### src/rtl/mult_share_arbiter_pkg.sv
// Package mult_arb_pkg: shared types and constants for the shared-multiplier arbiter.
//   state_e     FSM encoding {IDLE, MUL, OUT, RESP}. OUT is only reachable when
//               MULT_ARB_OUTREG_EN is defined.
//   DEF_N/DEF_W default requester count and operand width.
//   clog2_min1  id width for a requester count, never less than 1 bit.
package mult_arb_pkg;

  typedef enum logic [1:0] {
    IDLE = 2'd0,
    MUL  = 2'd1,
    OUT  = 2'd2,
    RESP = 2'd3
  } state_e;

  localparam int DEF_N = 4;
  localparam int DEF_W = 4;

  // Width of a requester index; a 1-bit field is kept even when N <= 2.
  function automatic int clog2_min1(input int n);
    return (n <= 2) ? 1 : $clog2(n);
  endfunction

endpackage

### src/rtl/mult_share_arbiter_if.sv
// Requester/response bundle of mult_share_arbiter.
//   req_valid[N]   per-requester operand valid
//   req_ready[N]   one-hot accept from the arbiter
//   req_x/req_y    packed operands, requester i at [i*W +: W]
//   rsp_valid/rsp_ready/rsp_data/rsp_id  tagged product return channel
// Modports: slave = arbiter side, master = requester/consumer side.
interface mult_share_arbiter_if
  import mult_arb_pkg::*;
#(
  parameter int N = DEF_N,
  parameter int W = DEF_W
) ();

  localparam int IDW = clog2_min1(N);

  logic [N-1:0]   req_valid;
  logic [N-1:0]   req_ready;
  logic [N*W-1:0] req_x;
  logic [N*W-1:0] req_y;
  logic           rsp_valid;
  logic           rsp_ready;
  logic [2*W-1:0] rsp_data;
  logic [IDW-1:0] rsp_id;

  modport slave (
    input  req_valid, req_x, req_y, rsp_ready,
    output req_ready, rsp_valid, rsp_data, rsp_id
  );

  modport master (
    output req_valid, req_x, req_y, rsp_ready,
    input  req_ready, rsp_valid, rsp_data, rsp_id
  );

endinterface

### src/rtl/mult_share_arbiter_rr_pick.sv
// rr_pick: combinational round-robin selector.
//   req[N]         request vector
//   ptr            highest-priority index this cycle
//   gnt_onehot[N]  one-hot winner (zero when nothing requests)
//   gnt_idx        winner index
//   any            at least one request present
// The request vector is rotated so ptr lands on bit 0, priority-encoded, and
// the offset is rotated back by adding ptr modulo N.
module rr_pick
  import mult_arb_pkg::*;
#(
  parameter  int N   = DEF_N,
  localparam int IDW = clog2_min1(N)
) (
  input  logic [N-1:0]   req,
  input  logic [IDW-1:0] ptr,
  output logic [N-1:0]   gnt_onehot,
  output logic [IDW-1:0] gnt_idx,
  output logic           any
);

  localparam int SW = IDW + 1;

  logic [2*N-1:0] dbl_s;
  logic [N-1:0]   rot_s;
  logic [IDW-1:0] off_s;
  logic [SW-1:0]  sum_s;

  // Rotate, priority-encode the lowest set bit, rotate the offset back.
  always_comb begin
    dbl_s = {req, req};
    rot_s = dbl_s[ptr +: N];
    off_s = '0;
    // Scan downwards so the lowest set bit is the last one written.
    for (int i = N - 1; i >= 0; i--) begin
      off_s = rot_s[i] ? IDW'(i) : off_s;
    end
    sum_s = {1'b0, ptr} + {1'b0, off_s};
    if (sum_s >= SW'(N)) begin
      gnt_idx = IDW'(sum_s - SW'(N));
    end else begin
      gnt_idx = sum_s[IDW-1:0];
    end
    any = |req;
    if (any) begin
      gnt_onehot = N'(1) << gnt_idx;
    end else begin
      gnt_onehot = '0;
    end
  end

endmodule

### src/rtl/mult_share_arbiter.sv
// mult_share_arbiter: time-shares one external combinational WxW multiplier
// among N requesters with round-robin arbitration.
//   clk, rst     rising-edge clock, asynchronous active-high reset
//   bus (slave)  requester valid/ready/operands and tagged response channel
//   mul_x/mul_y  registered operands to the shared multiplier
//   mul_o        combinational product back from the multiplier
//   busy         high whenever the FSM is not IDLE
// Build option MULT_ARB_OUTREG_EN: adds an OUT state with a product register
// (prod_q) between the multiplier and rsp_data, costing one cycle of latency.
module mult_share_arbiter
  import mult_arb_pkg::*;
#(
  parameter int N = DEF_N,
  parameter int W = DEF_W
) (
  input  logic                 clk,
  input  logic                 rst,
  mult_share_arbiter_if.slave  bus,
  output logic [W-1:0]         mul_x,
  output logic [W-1:0]         mul_y,
  input  logic [2*W-1:0]       mul_o,
  output logic                 busy
);

  localparam int IDW = clog2_min1(N);

  state_e         state_r;
  state_e         state_nxt_s;
  logic [IDW-1:0] ptr_r;
  logic [IDW-1:0] id_q_r;
  logic [W-1:0]   mul_x_r;
  logic [W-1:0]   mul_y_r;
  logic [2*W-1:0] rsp_data_r;
  logic [IDW-1:0] rsp_id_r;
  logic [N-1:0]   gnt_onehot_s;
  logic [IDW-1:0] gnt_idx_s;
  logic           any_s;
  logic           accept_s;
`ifdef MULT_ARB_OUTREG_EN
  logic [2*W-1:0] prod_q_r;
`endif

  rr_pick #(.N(N)) u_rr_pick (
    .req        (bus.req_valid),
    .ptr        (ptr_r),
    .gnt_onehot (gnt_onehot_s),
    .gnt_idx    (gnt_idx_s),
    .any        (any_s)
  );

  // FSM state register.
  always_ff @(posedge clk or posedge rst) begin
    if (rst) begin
      state_r <= IDLE;
    end else begin
      state_r <= state_nxt_s;
    end
  end

  // Next-state decode; an accept happens only out of IDLE.
  always_comb begin
    state_nxt_s = state_r;
    accept_s    = 1'b0;
    case (state_r)
      IDLE: begin
        if (any_s) begin
          accept_s    = 1'b1;
          state_nxt_s = MUL;
        end else begin
          state_nxt_s = IDLE;
        end
      end
`ifdef MULT_ARB_OUTREG_EN
      MUL:  state_nxt_s = OUT;
`else
      MUL:  state_nxt_s = RESP;
`endif
      OUT:  state_nxt_s = RESP;
      RESP: begin
        // Completing a handshake returns to IDLE; the next grant is a cycle later.
        if (bus.rsp_ready) begin
          state_nxt_s = IDLE;
        end else begin
          state_nxt_s = RESP;
        end
      end
      default: state_nxt_s = IDLE;
    endcase
  end

  // Operand capture, pointer advance and result registers.
  always_ff @(posedge clk or posedge rst) begin
    if (rst) begin
      ptr_r      <= '0;
      id_q_r     <= '0;
      mul_x_r    <= '0;
      mul_y_r    <= '0;
      rsp_data_r <= '0;
      rsp_id_r   <= '0;
`ifdef MULT_ARB_OUTREG_EN
      prod_q_r   <= '0;
`endif
    end else begin
      case (state_r)
        IDLE: begin
          if (accept_s) begin
            mul_x_r <= bus.req_x[gnt_idx_s*W +: W];
            mul_y_r <= bus.req_y[gnt_idx_s*W +: W];
            id_q_r  <= gnt_idx_s;
            if (gnt_idx_s == IDW'(N - 1)) begin
              ptr_r <= '0;
            end else begin
              ptr_r <= gnt_idx_s + IDW'(1);
            end
          end
        end
        MUL: begin
`ifdef MULT_ARB_OUTREG_EN
          prod_q_r   <= mul_o;
`else
          rsp_data_r <= mul_o;
          rsp_id_r   <= id_q_r;
`endif
        end
        OUT: begin
`ifdef MULT_ARB_OUTREG_EN
          rsp_data_r <= prod_q_r;
          rsp_id_r   <= id_q_r;
`endif
        end
        default: begin
        end
      endcase
    end
  end

  // Grant is shown only in IDLE and is forced low while reset is applied.
  assign bus.req_ready = (state_r == IDLE && !rst) ? gnt_onehot_s : '0;
  assign bus.rsp_valid = (state_r == RESP);
  assign bus.rsp_data  = rsp_data_r;
  assign bus.rsp_id    = rsp_id_r;
  assign mul_x         = mul_x_r;
  assign mul_y         = mul_y_r;
  assign busy          = (state_r != IDLE);

endmodule

### src/flat_wrapper.sv
// flat-port wrapper written by rule: the top's interface ports become plain ports
module mult_share_arbiter_flat import mult_arb_pkg::*;
#(
  parameter int N = DEF_N,
  parameter int W = DEF_W
)
  (clk, rst, mul_x, mul_y, mul_o, busy, bus_req_valid, bus_req_x, bus_req_y, bus_rsp_ready, bus_req_ready, bus_rsp_valid, bus_rsp_data, bus_rsp_id);
  mult_share_arbiter_if #(.N(N), .W(W)) bus_i ();
  input  logic clk;
  input  logic rst;
  output logic [W-1:0] mul_x;
  output logic [W-1:0] mul_y;
  input  logic [2*W-1:0] mul_o;
  output logic busy;
  input wire logic [$bits(bus_i.req_valid)-1:0] bus_req_valid;
  input wire logic [$bits(bus_i.req_x)-1:0] bus_req_x;
  input wire logic [$bits(bus_i.req_y)-1:0] bus_req_y;
  input wire logic [$bits(bus_i.rsp_ready)-1:0] bus_rsp_ready;
  output wire logic [$bits(bus_i.req_ready)-1:0] bus_req_ready;
  output wire logic [$bits(bus_i.rsp_valid)-1:0] bus_rsp_valid;
  output wire logic [$bits(bus_i.rsp_data)-1:0] bus_rsp_data;
  output wire logic [$bits(bus_i.rsp_id)-1:0] bus_rsp_id;
  assign bus_i.req_valid = bus_req_valid;
  assign bus_i.req_x = bus_req_x;
  assign bus_i.req_y = bus_req_y;
  assign bus_i.rsp_ready = bus_rsp_ready;
  assign bus_req_ready = bus_i.req_ready;
  assign bus_rsp_valid = bus_i.rsp_valid;
  assign bus_rsp_data = bus_i.rsp_data;
  assign bus_rsp_id = bus_i.rsp_id;
  mult_share_arbiter #(.N(N), .W(W)) u_core (.clk(clk), .rst(rst), .bus(bus_i), .mul_x(mul_x), .mul_y(mul_y), .mul_o(mul_o), .busy(busy));
endmodule
### config.mk
export PLATFORM = sky130hd
export DESIGN_NAME = mult_share_arbiter_flat
export DESIGN_NICKNAME = d
export VERILOG_FILES = /design/src/rtl/mult_share_arbiter_pkg.sv /design/src/rtl/mult_share_arbiter_if.sv /design/src/rtl/mult_share_arbiter_rr_pick.sv /design/src/rtl/mult_share_arbiter.sv /design/src/flat_wrapper.sv
export SDC_FILE = /design/constraint.sdc
export NUM_CORES = 1
export LEC_CHECK = 0
export BUFFER_PORTS_ARGS = -buffer_cell sky130_fd_sc_hd__buf_4
export CAP_MARGIN = 20
export CORE_MARGIN = 10
export CORE_UTILIZATION = 49
export CTS_CLUSTER_SIZE = 20
export DETAILED_ROUTE_END_ITERATION = 12
export HOLD_SLACK_MARGIN = 0.08
export PLACE_DENSITY = 0.8
export SYNTH_ARGS = -nofsm -noshare
export SYNTH_HDL_FRONTEND = slang
export SYNTH_SLANG_ARGS = --single-unit
### constraint.sdc
create_clock -name clk -period 3.5 [get_ports clk]
set_input_delay 0.525 -clock clk [delete_from_list [all_inputs] [get_ports clk]]
set_output_delay 0.525 -clock clk [all_outputs]
set_load 0.01 [all_outputs]
==> results_tabular.tex, run 1 <==
\begin{tabular}{lr}
\hline
Metric & Value \\
\hline
\multicolumn{2}{l}{\textbf{Clocking}} \\
Clock latency reported for the late side of the worst-skew pair & 260 ps \\
Number of sinks on the clock net & 24 \\
TritonCTS buffer count & 3 \\
CTS Hold Bufs & 0 \\
CTS Buffer Depth & 2 \\
H-tree depth & 1 \\
TritonCTS clock tree & yes \\
Clock Tree Root & clkbuf\_8 \\
CTS clock-pin slew for the worst setup and hold paths & 80 ps \\
\multicolumn{2}{l}{\textbf{Place}} \\
Cell area reported after detailed placement & 2300 µm² \\
Sum of net half-perimeters after detailed placement & around 3400 µm \\
Gp weighted congestion & 0.721 \\
Port buffer count & 70 \\
\multicolumn{2}{l}{\textbf{Yosys}} \\
Net count after synthesis & roughly 240 \\
Count of flip-flops with a built-in enable after synthesis & 0 \\
Count of unique library cells instantiated by Yosys & 35 \\
Main flop type after synthesis & dfrtp\_1 \\
Post-synth design cell area & 1800 µm² \\
Sequential-to-total area share from yosys stat & between 30\% and 40\% \\
Commonest cells post-synth & nor3\_1 (33), mux2i\_1 (32), dfrtp\_1 (24) \\
Largest area contributor in the netlist & dfrtp\_1 \\
Mean instance size in the synthesized netlist & 9.79 µm² \\
Cell count after synthesis & 184 \\
Top-area cell type share of the netlist area & approximately a third \\
Async set-reset flop share out of synthesis & 100\% \\
Ranking of synthesized cells by area & dfrtp\_1 (33\%), mux2i\_1 (18\%), nor3\_1 (9.2\%), mux2\_2 (6.3\%), ha\_1 (4.9\%) \\
Synthesis warning total & 0 \\
\#FFs+latches synth & 24 \\
Most common cell in the netlist & nor3\_1 \\
\multicolumn{2}{l}{\textbf{Critical path}} \\
WP data arrival & about 2700 ps \\
Setup crit end kind & output port \\
Kind of critical path & reg -> out \\
Required arrival time at the worst endpoint & $\sim$3000 ps \\
Element type at the critical path start & register \\
Reg2Reg Depth & 9 \\
Highest fanout seen on the critical path & 13 \\
\multicolumn{2}{l}{\textbf{Power}} \\
Clock power share & under 10\% \\
Sequential share of power & 23.6\% \\
Part of the power in combinational logic & 69.3\% \\
Switching power as a share of total power & 43.3\% \\
Internal power component & 0.00127 W \\
Overall power consumption & roughly 0.0022 W \\
IR drop worst, VDD & 0.000450 V \\
Cell Pwr Density & 935 nW/µm² \\
Leakage power total & approximately 1.2 nW \\
Net switching component of the power & 0.000970 W \\
\multicolumn{2}{l}{\textbf{STA}} \\
Setup violations, final & 0 \\
Relative slew margins & 40.6\% \\
Final number of hold-violating endpoints & 0 \\
Measured slew at the worst slew-check pin & 890 ps \\
Setup total negative slack & 0 ps \\
Final period utilization & 93.4\% \\
Post-route minimum period & 3270 ps \\
Fmax & 306 MHz \\
Setup repair after global routing missed its margin & no \\
Post-Route Hold Slack & 489 ps \\
Count of final max-slew check failures & 0 \\
Worst setup skew after layout & around 1.1 ps \\
\multicolumn{2}{l}{\textbf{Floorplanning}} \\
Core Area & 3440 µm² \\
Die Y & 80.6 µm \\
Effective utilization at floorplan & 52.3\% \\
Die area & between 6000 and 7000 µm² \\
Number of top-level pins & 71 \\
Number of placement rows & 21 \\
Die X-Extent & roughly 81 µm \\
\multicolumn{2}{l}{\textbf{Global routing}} \\
Met1 usage in global routing & 15.1\% \\
Via count of the first global-routing pass & 1545 \\
Top Usage Layer GRT & met2 \\
Antenna violations before repair & 0 \\
Largest net degree at the start of global routing & 50 \\
Met2 Use GR & 21.3\% \\
Grt met3 use & between 6 and 7\% \\
Wire length of the first global-routing pass & approximately 7000 µm \\
Global-route usage over all layers & 13.1\% \\
Overflow left after global routing & 0 \\
\multicolumn{2}{l}{\textbf{Detailed routing}} \\
Number of routed nets with antenna violations & 0 \\
Count of unresolved DRC violations after routing & 0 \\
Violation count after the first detailed-routing iteration & 99 \\
Via-to-Cell Ratio & between 5 and 6 \\
Drt total wl & 4410 µm \\
Number of search-and-repair iterations in the first detailed-routing pass & 4 \\
Average wire per standard cell & 14.9 µm \\
Routed vias & 1555 \\
\multicolumn{2}{l}{\textbf{Final layout}} \\
Final nets & 305 \\
Combined area of the multi-input logic cells & 1070 µm² \\
Count of antenna diodes in the layout & 0 \\
Number of fillers in the final layout & 300 \\
Synthesis-to-layout area growth & 33.0\% \\
Share of post-route cells with drive strength above 1 & 40.2\% \\
Area occupied by registers & 601 µm² \\
Post-route design area & 2400 µm² \\
\multicolumn{2}{l}{\textbf{Run status}} \\
Result of the run & finished, final reports clean \\
\multicolumn{2}{l}{\textbf{Hold path}} \\
Class of the tightest hold or removal check & in -> async \\
\multicolumn{2}{l}{\textbf{Run}} \\
Max capacitance violation total & 0 \\
\hline
\end{tabular}
## power by group through the flow
stage	sequential [W]	combinational, W	clock, W
after floorplan	0.000543	0.00107	0
after global routing	0.000544	0.00171	0.000174
after global placement	0.000528	0.00144	0
after CTS	0.000529	0.00146	0.000163
final	0.000529	0.00155	0.000158
after detailed placement	0.000532	0.00146	0
## cell families after synthesis
kind of cell / share of synthesized area [%]
muxes: 25.3
buffers and inverters: 7.71
xor gates and xnor gates: 3.96
AOI/OAI and AO/OA: 5.21
DFF: 33.3
adders and majority gates: 4.86
and+or+nand+nor: 19.7
## metrics by stage
stage / utilization, % / cells / setup WS [ps]
after global placement: 66.9 / 287 / 299
final: 69.6 / 295 / 231
after global routing: 69.6 / 295 / 29.0
after detailed placement: 66.9 / 287 / 250
after CTS: 68.1 / 290 / 59.3
after floorplan: - / 184 / 706
## sequential cells by signal, indices dropped and copies added (netlist names)
| register | cells |
|---|---|
| u_core.bus.rsp_data | 8 |
| u_core.mul_x | 4 |
| u_core.mul_y | 4 |
| u_core.bus.rsp_id | 2 |
| u_core.id_q_r | 2 |
| u_core.ptr_r | 2 |
| u_core.state_r | 2 |
## layout by cell type (no fill, tap or decap), drive strengths merged, types with 2 or more instances in the layout
cell,instances
nor2,10
nor2b,2
nand2b,2
buf,78
mux2,12
clkbuf,3
o32ai,2
nor4,3
nand3,9
nor3,33
o21ai,2
ha,7
a21oi,2
dfrtp,24
nand2,10
xnor2,2
mux2i,32
inv,7
## final cells by class
class,count,area share [%]
repair buffers,78,25.0
multi-input cells,137,44.8
flip-flops and latches,24,25.1
clock buffers,3,1.72
inverters,7,1.10
well taps,46,2.40
## path summary, 6_finish.rpt
| path | startpoint | slack (ps) | to |
|---|---|---|---|
| max | u_core.ptr_r[0] | 230 | bus_req_ready[3] |
| min in group clk | u_core.id_q_r[1] | 490 | u_core.id_q_r[1] |
| max in group asynchronous | rst | 2470 | u_core.state_r[1] |
| min reg2reg | u_core.id_q_r[1] | 490 | u_core.id_q_r[1] |
| max reg2reg | u_core.ptr_r[0] | 830 | u_core.ptr_r[1] |
| min | rst | 490 | u_core.bus.rsp_data[3] |
## worst max-delay path, cell delays in order (launching register included)
cell and delay, ps:
dfrtp_1 520, o311a_1 400, o21ai_0 250, ha_2 320, xnor2_4 140, buf_12 160
xnor2_4 140, inv_2 60, ha_1 200, and2_1 130, buf_4 140
## per-layer routing
| metal | routed length [µm] | vias to the layer above |
|---|---|---|
| met1 | 1850 | 713 |
| met4 | 48 | 0 |
| met3 | 400 | 4 |
| met2 | 2100 | 51 |
| met5 | 0 | - |
| li1 | - | 787 |
## repair_timing
action	in CTS	in global routing
gates resized for setup	0	1
buffers inserted	0	5
endpoints found under the setup margin	0	2
Power figures use the tool's default switching activity.
==> run 2: changes to the inputs <==
Settings changed: ABC_AREA set to 1, CORE_UTILIZATION 49 to 46, PLACE_DENSITY 0.8 to 0.79.
Clock period 3.5 ns to 3.4 ns, I/O delays scaled along.
==> run 2 against run 1 <==
Count of clock-buffer cells in the layout increased by 1; sequential cell count did not move; non-clock buffer count decreased by 5; global-route usage down 0.34 points; wire length is 12% lower; critical path depth up 3; first-iteration DRC count fell by 23%; die area shrank 7.1%; critical path type unchanged; highest routed layer unchanged.
==> results_tabular.tex, run 2 <==
\begin{tabular}{lr}
\hline
Metric & Value \\
\hline
\multicolumn{2}{l}{\textbf{Power}} \\
Part of the power in combinational logic & 70.1\% (+0.8 points) \\
Clock power share & 6.6\% (-0.5 points) \\
Switching power as a share of total power & 46.0\% (+2.7 points) \\
IR drop worst, VDD & 0.000545 V (+21\%) \\
Sequential share of power & 23.4\% (-0.2 points) \\
Cell Pwr Density & 1060 nW/µm² (+14\%) \\
Internal power component & 0.00124 W (-2.6\%) \\
Net switching component of the power & 0.00105 W (+8.7\%) \\
Leakage power total & 1.12 nW (-8.6\%) \\
\multicolumn{2}{l}{\textbf{Yosys}} \\
Most common cell in the netlist & nand2\_1 \\
Cell count after synthesis & 162 (-12\%) \\
Simple logic cell fraction of the synthesized area & 27.7\% (+8.0 points) \\
Combinational family with the most area after synthesis & simple AND/OR/NAND/NOR gates \\
Adder-Cell Fraction of Synth Area & 5.71\% (+0.85 points) \\
Post-synth design cell area & 1530 µm² (-15\%) \\
Synth Area in Compound Gates & 3.02\% (-2.2 points) \\
Top-area cell type share of the netlist area & 39.2\% (+5.9 points) \\
\#FFs+latches synth & 24 (unchanged) \\
Mean instance size in the synthesized netlist & 9.46 µm² (-3.4\%) \\
Async set-reset flop share out of synthesis & 100\% (unchanged) \\
Largest area contributor in the netlist & dfrtp\_1 \\
XOR/XNOR share of the synthesized area & 1.06\% (-2.9 points) \\
Count of flip-flops with a built-in enable after synthesis & 0 (unchanged) \\
Main flop type after synthesis & dfrtp\_1 \\
Net count after synthesis & 216 (-9.2\%) \\
Synthesis warning total & 0 (unchanged) \\
Count of unique library cells instantiated by Yosys & 26 (-26\%) \\
Sequential-to-total area share from yosys stat & 39.2\% (+5.9 points) \\
Ranking of synthesized cells by area & dfrtp\_1 (39\%), mux2i\_1 (10\%), nand2\_1 (8.1\%), mux2\_2 (7.3\%), nand3\_1 (6.5\%) \\
Commonest cells post-synth & nand2\_1 (33), dfrtp\_1 (24), nand3\_1 (20), mux2i\_1 (16), mux2\_2 (10) \\
Share of synthesized area spent on multiplexers & 17.8\% (-7.5 points) \\
\multicolumn{2}{l}{\textbf{STA}} \\
Count of final max-slew check failures & 0 (unchanged) \\
Final number of hold-violating endpoints & 0 (unchanged) \\
Setup total negative slack & 0 ps (unchanged) \\
Worst setup skew after layout & 6.72 ps (+5.58 ps) \\
Post-route minimum period & 3190 ps \\
Final period utilization & 93.7\% \\
Final Worst Setup Slack & 214 ps (-17.1 ps) \\
Relative slew margins & 51.1\% (+11 points) \\
Measured slew at the worst slew-check pin & 732 ps (-158 ps) \\
Setup violations, final & 0 (unchanged) \\
Post-Route Hold Slack & 202 ps (-287 ps) \\
Fmax & 314 MHz \\
\multicolumn{2}{l}{\textbf{Clocking}} \\
Number of sinks on the clock net & 24 (unchanged) \\
TritonCTS buffer count & 3 (unchanged) \\
H-tree depth & 1 (unchanged) \\
CTS Buffer Depth & 2 (unchanged) \\
Clock latency reported for the late side of the worst-skew pair & 320 ps (+60 ps) \\
CTS clock-pin slew for the worst setup and hold paths & 120 ps (+40 ps) \\
TritonCTS clock tree & yes \\
CTS Hold Bufs & 0 (unchanged) \\
Clock Tree Root & clkbuf\_4 \\
\multicolumn{2}{l}{\textbf{Detailed routing}} \\
Via-to-Cell Ratio & 4.98 (-5.6\%) \\
Average wire per standard cell & 14.0 µm (-6.2\%) \\
Number of routed nets with antenna violations & 0 (unchanged) \\
Count of unresolved DRC violations after routing & 0 (unchanged) \\
Routed vias & 1384 (-11\%) \\
Number of search-and-repair iterations in the first detailed-routing pass & 4 (unchanged) \\
Violation count after the first detailed-routing iteration & 76 (-23\%) \\
Drt total wl & 3900 µm (-12\%) \\
\multicolumn{2}{l}{\textbf{Global routing}} \\
Via count of the first global-routing pass & 1443 (-6.6\%) \\
Wire length of the first global-routing pass & 6420 µm (-8.4\%) \\
Antenna violations before repair & 0 (unchanged) \\
Overflow left after global routing & 0 (unchanged) \\
Global-route usage over all layers & 12.8\% (-0.34 points) \\
Largest net degree at the start of global routing & 18 (-64\%) \\
\multicolumn{2}{l}{\textbf{Final layout}} \\
Highest-count cells in the layout ignoring fill and taps & buf\_4 (73), nand2\_1 (33), dfrtp\_1 (22), nand3\_1 (20), mux2i\_1 (16) \\
Most common cell after layout, fill and taps aside & buf\_4 \\
Number of fillers in the final layout & 274 (-8.7\%) \\
Share of post-route cells with drive strength above 1 & 49.6\% (+9.4 points) \\
Final core utilization & 68.9\% (-0.69 points) \\
Max reg flops & 8 (unchanged) \\
Count of antenna diodes in the layout & 0 (unchanged) \\
Final nets & 289 (-5.2\%) \\
Synthesis-to-layout area growth & 40.7\% \\
\multicolumn{2}{l}{\textbf{Hold path}} \\
Class of the tightest hold or removal check & in -> async \\
\multicolumn{2}{l}{\textbf{Place}} \\
Port buffer count & 70 (unchanged) \\
Setup Slack @ Placement & 318 ps (+68.4 ps) \\
Sum of net half-perimeters after detailed placement & 3300 µm (-3.0\%) \\
Gp weighted congestion & 0.903 (+25\%) \\
\multicolumn{2}{l}{\textbf{Floorplanning}} \\
Die Y & 77.7 µm (-3.6\%) \\
Die area & 6040 µm² (-7.1\%) \\
Core Area & 3130 µm² (-9.1\%) \\
Number of placement rows & 20 (-4.8\%) \\
Number of top-level pins & 71 (unchanged) \\
Effective utilization at floorplan & 49.0\% (-3.3 points) \\
Die X-Extent & 77.7 µm (-3.6\%) \\
\multicolumn{2}{l}{\textbf{Critical path}} \\
Required arrival time at the worst endpoint & 2890 ps (-80 ps) \\
Element type at the critical path start & register \\
Setup crit end kind & output port \\
Kind of critical path & reg -> out \\
Highest fanout seen on the critical path & 12 (-1) \\
WP data arrival & 2680 ps (-60 ps) \\
\multicolumn{2}{l}{\textbf{Run}} \\
Max capacitance violation total & 0 (unchanged) \\
\multicolumn{2}{l}{\textbf{Run status}} \\
Result of the run & finished, final reports clean \\
\hline
\end{tabular}
-- run 2: cell count changes after synthesis, sizes merged, moves of 5 or more --
cell and delta:
nand2 +34, mux2i -16, inv +5, buf -9
nand3 +19, nor3 -33, nor2 -5
-- run 2: cells by family (layout without fill, tap and decap cells) --
kind of cell               count (synthesis)  in the layout
and+or+nand+nor                           79             79
xor gates and xnor gates                   1              1
muxes                                     26             26
buffers and inverters                     18             90
DFF                                       24             24
AOI/OAI and AO/OA                          7              7
adders and majority gates                  7              7
-- run 2: critical path: stages (launching register included) --
cell,delay (ps)
dfrtp_2,510
inv_2,120
nand3_1,80
nand2_1,90
nand3_1,100
a21boi_2,160
ha_2,230
xor2_4,190
inv_2,60
nand3_4,140
nand2_4,140
ha_1,240
and3_1,160
buf_4,140
-- run 2: timing repair --
item | CTS | global route
setup buffers | 0 | 1
setup endpoints to repair | 0 | 4
resized for setup | 0 | 6
-- run 2: area by class of cell --
cell class | instances | area, µm² | share of cell area [%]
multi-input cells | 120 | 865 | 40.1
flip-flops and latches | 24 | 603 | 28.0
repair buffers | 73 | 548 | 25.4
well taps | 44 | 55.1 | 2.55
inverters | 13 | 48.8 | 2.26
clock buffers | 4 | 36.3 | 1.68
-- run 2: metal layers --
layer | GRT usage [%] | up-vias | part of all wire (%) | wire (µm)
met2 | 21.2 | 65 | 47 | 1850
met1 | 13.8 | 627 | 40 | 1570
met4 | 4.74 | 0 | 1.5 | 59
met5 | 0 | - | 0 | 0
li1 | - | 683 | - | -
met3 | 6.34 | 9 | 11 | 418
-- run 2: path summary, 6_finish.rpt --
| check | startpoint | endpoint | slack, ps | depth (start not counted) |
|---|---|---|---|---|
| max | u_core.ptr_r[1] | bus_req_ready[3] | 210 | 13 |
| min | rst | u_core.bus.rsp_id[1] | 200 | 2 |
| max reg2reg | u_core.ptr_r[1] | u_core.ptr_r[1] | 990 | 13 |
| min reg2reg | u_core.mul_x[2] | u_core.mul_x[2] | 500 | 2 |
| max in group asynchronous | rst | u_core.mul_y[1] | 2640 | 3 |
| min in group clk | mul_o[3] | u_core.bus.rsp_data[3] | 410 | 2 |
-- run 2: through the flow --
step | instances | power (W) | area [µm²]
5_1_grt | 278 | 0.00251 | 2160
4_1_cts | 277 | 0.00228 | 2130
2_1_floorplan | 162 | 0.00172 | 1530
3_3_place_gp | 273 | 0.00211 | 2090
6_report | 278 | 0.00229 | 2160
3_5_place_dp | 273 | 0.00214 | 2090
-- run 2: power by group through the flow --
stage          combinational, W  clock, W  sequential, W
6_report                0.00161  0.000151       0.000536
5_1_grt                 0.00179  0.000160       0.000561
4_1_cts                 0.00160  0.000152       0.000531
2_1_floorplan           0.00115         0       0.000575
3_3_place_gp            0.00158         0       0.000532
3_5_place_dp            0.00160         0       0.000535
==> run 3: changes to the inputs <==
Settings changed: CORE_UTILIZATION 46 to 42, PLACE_DENSITY 0.79 to 0.76.
Clock period 3.4 ns to 2.8 ns, I/O delays scaled along.
==> run 3 against run 2 <==
Design area rose by 9.5%; sequential share of layout area decreased by 2.4 points; final cell count rose by 4.0%; critical path type unchanged; largest cell class unchanged; largest power group unchanged.
==> results_tabular.tex, run 3 (same netlist as run 2, synthesis figures left out) <==
\begin{tabular}{lr}
\hline
Metric & Value \\
\hline
\multicolumn{2}{l}{\textbf{Global routing}} \\
Grt met3 use & 6.12\% (-0.21 points) \\
Global-route usage over all layers & 13.0\% (+0.21 points) \\
Via count of the first global-routing pass & 1528 (+5.9\%) \\
Largest net degree at the start of global routing & 18 (unchanged) \\
Met1 usage in global routing & 13.8\% (+0.093 points) \\
Antenna violations before repair & 0 (unchanged) \\
Overflow left after global routing & 0 (unchanged) \\
Wire length of the first global-routing pass & 6780 µm (+5.6\%) \\
Met2 Use GR & 22.3\% (+1.1 points) \\
Top Usage Layer GRT & met2 \\
\multicolumn{2}{l}{\textbf{Clocking}} \\
Clock Tree Root & clkbuf\_8 \\
Number of sinks on the clock net & 24 (unchanged) \\
CTS clock-pin slew for the worst setup and hold paths & 90 ps (-30 ps) \\
Clock latency reported for the late side of the worst-skew pair & 270 ps (-50 ps) \\
TritonCTS buffer count & 3 (unchanged) \\
H-tree depth & 1 (unchanged) \\
CTS Buffer Depth & 2 (unchanged) \\
TritonCTS clock tree & yes \\
\multicolumn{2}{l}{\textbf{STA}} \\
Final period utilization & 99.3\% \\
Setup violations, final & 0 (unchanged) \\
Post-route minimum period & 2780 ps \\
Setup repair after global routing missed its margin & yes \\
Setup total negative slack & 0 ps (unchanged) \\
Post-Route Hold Slack & 107 ps (-95.2 ps) \\
Fmax & around 360 MHz \\
Relative slew margins & 46.2\% (-5.0 points) \\
Measured slew at the worst slew-check pin & 807 ps (+74.5 ps) \\
Count of final max-slew check failures & 0 (unchanged) \\
Final number of hold-violating endpoints & 0 (unchanged) \\
Worst setup skew after layout & 9.17 ps (+2.45 ps) \\
Final Worst Setup Slack & 20.3 ps (-194 ps) \\
\multicolumn{2}{l}{\textbf{Critical path}} \\
Kind of cell adding the most delay to the critical path & simple AND/OR/NAND/NOR gates \\
Crit path cell chain & clkinv\_4 -> nand2\_4 -> nand3\_2 -> nand2\_2 -> nand3\_2 -> a21boi\_2 -> ha\_4 -> xor2\_4 -> inv\_2 -> nand3\_4 -> nand2\_4 -> ha\_4 -> and3\_4 -> buf\_6 \\
Startpoint of the worst-slack reg-to-reg timing path & u\_core.ptr\_r[0] \\
Highest fanout seen on the critical path & 6 (-6) \\
Standard cell with the maximum stage delay on the critical path & dfrtp\_2 \\
Kind of critical path & reg -> out \\
Slowest cell delay on critical path & 470 ps (-40 ps) \\
Setup crit end kind & output port \\
WP data arrival & 2360 ps (-320 ps) \\
CP startpoint & u\_core.ptr\_r[0] \\
Number of buffers and inverters on the critical path & 3 (unchanged) \\
Required arrival time at the worst endpoint & 2380 ps (-510 ps) \\
Element type at the critical path start & register \\
\multicolumn{2}{l}{\textbf{Final layout}} \\
Max reg flops & 8 (unchanged) \\
Synthesis-to-layout area growth & 54.0\% \\
Number of fillers in the final layout & 292 (+6.6\%) \\
Count of antenna diodes in the layout & 0 (unchanged) \\
Most common cell after layout, fill and taps aside & buf\_4 \\
Post-route design area & 2360 µm² (+9.5\%) \\
Highest-count cells in the layout ignoring fill and taps & buf\_4 (80), nand2\_1 (25), dfrtp\_1 (22), mux2i\_1 (16) \\
Final nets & 298 (+3.1\%) \\
Share of post-route cells with drive strength above 1 & 57.6\% (+8.0 points) \\
\multicolumn{2}{l}{\textbf{Detailed routing}} \\
Number of search-and-repair iterations in the first detailed-routing pass & 4 (unchanged) \\
Average wire per standard cell & 14.4 µm (+2.9\%) \\
Via-to-Cell Ratio & 4.96 (-0.40\%) \\
Drt total wl & 4170 µm (+7.0\%) \\
Count of unresolved DRC violations after routing & 0 (unchanged) \\
Violation count after the first detailed-routing iteration & 46 (-39\%) \\
Number of routed nets with antenna violations & 0 (unchanged) \\
Routed vias & 1433 (+3.5\%) \\
\multicolumn{2}{l}{\textbf{Run status}} \\
Result of the run & finished, final reports clean \\
\multicolumn{2}{l}{\textbf{Floorplanning}} \\
Die Y & 80.4 µm (+3.5\%) \\
Die X-Extent & 80.4 µm (+3.5\%) \\
Number of top-level pins & 71 (unchanged) \\
Number of placement rows & 21 (+5.0\%) \\
Effective utilization at floorplan & 44.5\% (-4.5 points) \\
Die area & 6470 µm² (+7.0\%) \\
Core Area & 3440 µm² (+10\%) \\
\multicolumn{2}{l}{\textbf{Place}} \\
Gp weighted congestion & 0.829 (-8.2\%) \\
Setup Slack @ Placement & 76.4 ps (-242 ps) \\
Port buffer count & 70 (unchanged) \\
Sum of net half-perimeters after detailed placement & 3230 µm (-2.2\%) \\
Cell area reported after detailed placement & 2120 µm² (+1.2\%) \\
\multicolumn{2}{l}{\textbf{Power}} \\
Cell Pwr Density & 1360 nW/µm² (+28\%) \\
Leakage power total & 1.20 nW (+7.1\%) \\
IR drop worst, VDD & 0.000600 V (+10\%) \\
\multicolumn{2}{l}{\textbf{Hold path}} \\
Class of the tightest hold or removal check & in -> async \\
\multicolumn{2}{l}{\textbf{Run}} \\
Max capacitance violation total & 0 (unchanged) \\
\hline
\end{tabular}
## run 3: final timing paths
| check | cells past startpoint | end | slack (ps) |
|---|---|---|---|
| hold reg to reg | 2 | u_core.id_q_r[1] | 500 |
| hold / removal | 2 | u_core.mul_x[2] | 110 |
| min in group clk | 2 | u_core.bus.rsp_data[6] | 380 |
| setup reg to reg | 12 | u_core.mul_x[0] | 650 |
| max in group asynchronous | 3 | u_core.bus.rsp_data[1] | 2230 |
| setup / recovery | 14 | bus_req_ready[3] | 20 |
## run 3: per-stage QoR
| step | std cells | power (W) | util [%] |
|---|---|---|---|
| after floorplan | 162 | 0.00209 | - |
| after global placement | 278 | 0.00261 | 61.5 |
| after detailed placement | 278 | 0.00262 | 61.5 |
| after CTS | 288 | 0.00306 | 66.2 |
| after global routing | 289 | 0.00350 | 68.6 |
| final | 289 | 0.00321 | 68.6 |
## run 3: worst reg2reg max path: cells and delay by family, from the launching register on
family,cells,cell delay (ps)
simple gates,7,550
compound gates,1,190
flops,1,470
buf+inv,2,400
fa+ha+maj,1,170
mux,1,260
## run 3: per-layer routing
layer  vias up  routed length [µm]
li1        698                   -
met4         0                  61
met1       679                1550
met5         -                   0
met3         6                 378
met2        50                2180
## run 3: repair_timing
| item | in CTS | in global routing |
|---|---|---|
| endpoints found under the setup margin | 4 | 4 |
| pin swaps | 4 | 9 |
| hold buffers | 0 | 0 |
| gates resized for setup | 15 | 15 |
| buffers inserted | 6 | 1 |
## run 3: cell type report
class                           count  area (µm²)  area share, %
Sequential cell                    24         603           25.6
Tap cell                           46        57.6           2.44
Multi-Input combinational cell    120         947           40.1
Timing Repair Buffer               82         627           26.6
Clock inverter                      1        30.0           1.27
Inverter                           13        53.8           2.28
Clock buffer                        3        41.3           1.75
## run 3: power by group
group,leakage [nW],switching (W),total [W],internal [W]
Sequential,0.284,0.000114,0.000647,0.000533
Combinational,0.880,0.00118,0.00227,0.00109
Clock,0.0357,0.000109,0.000300,0.000191
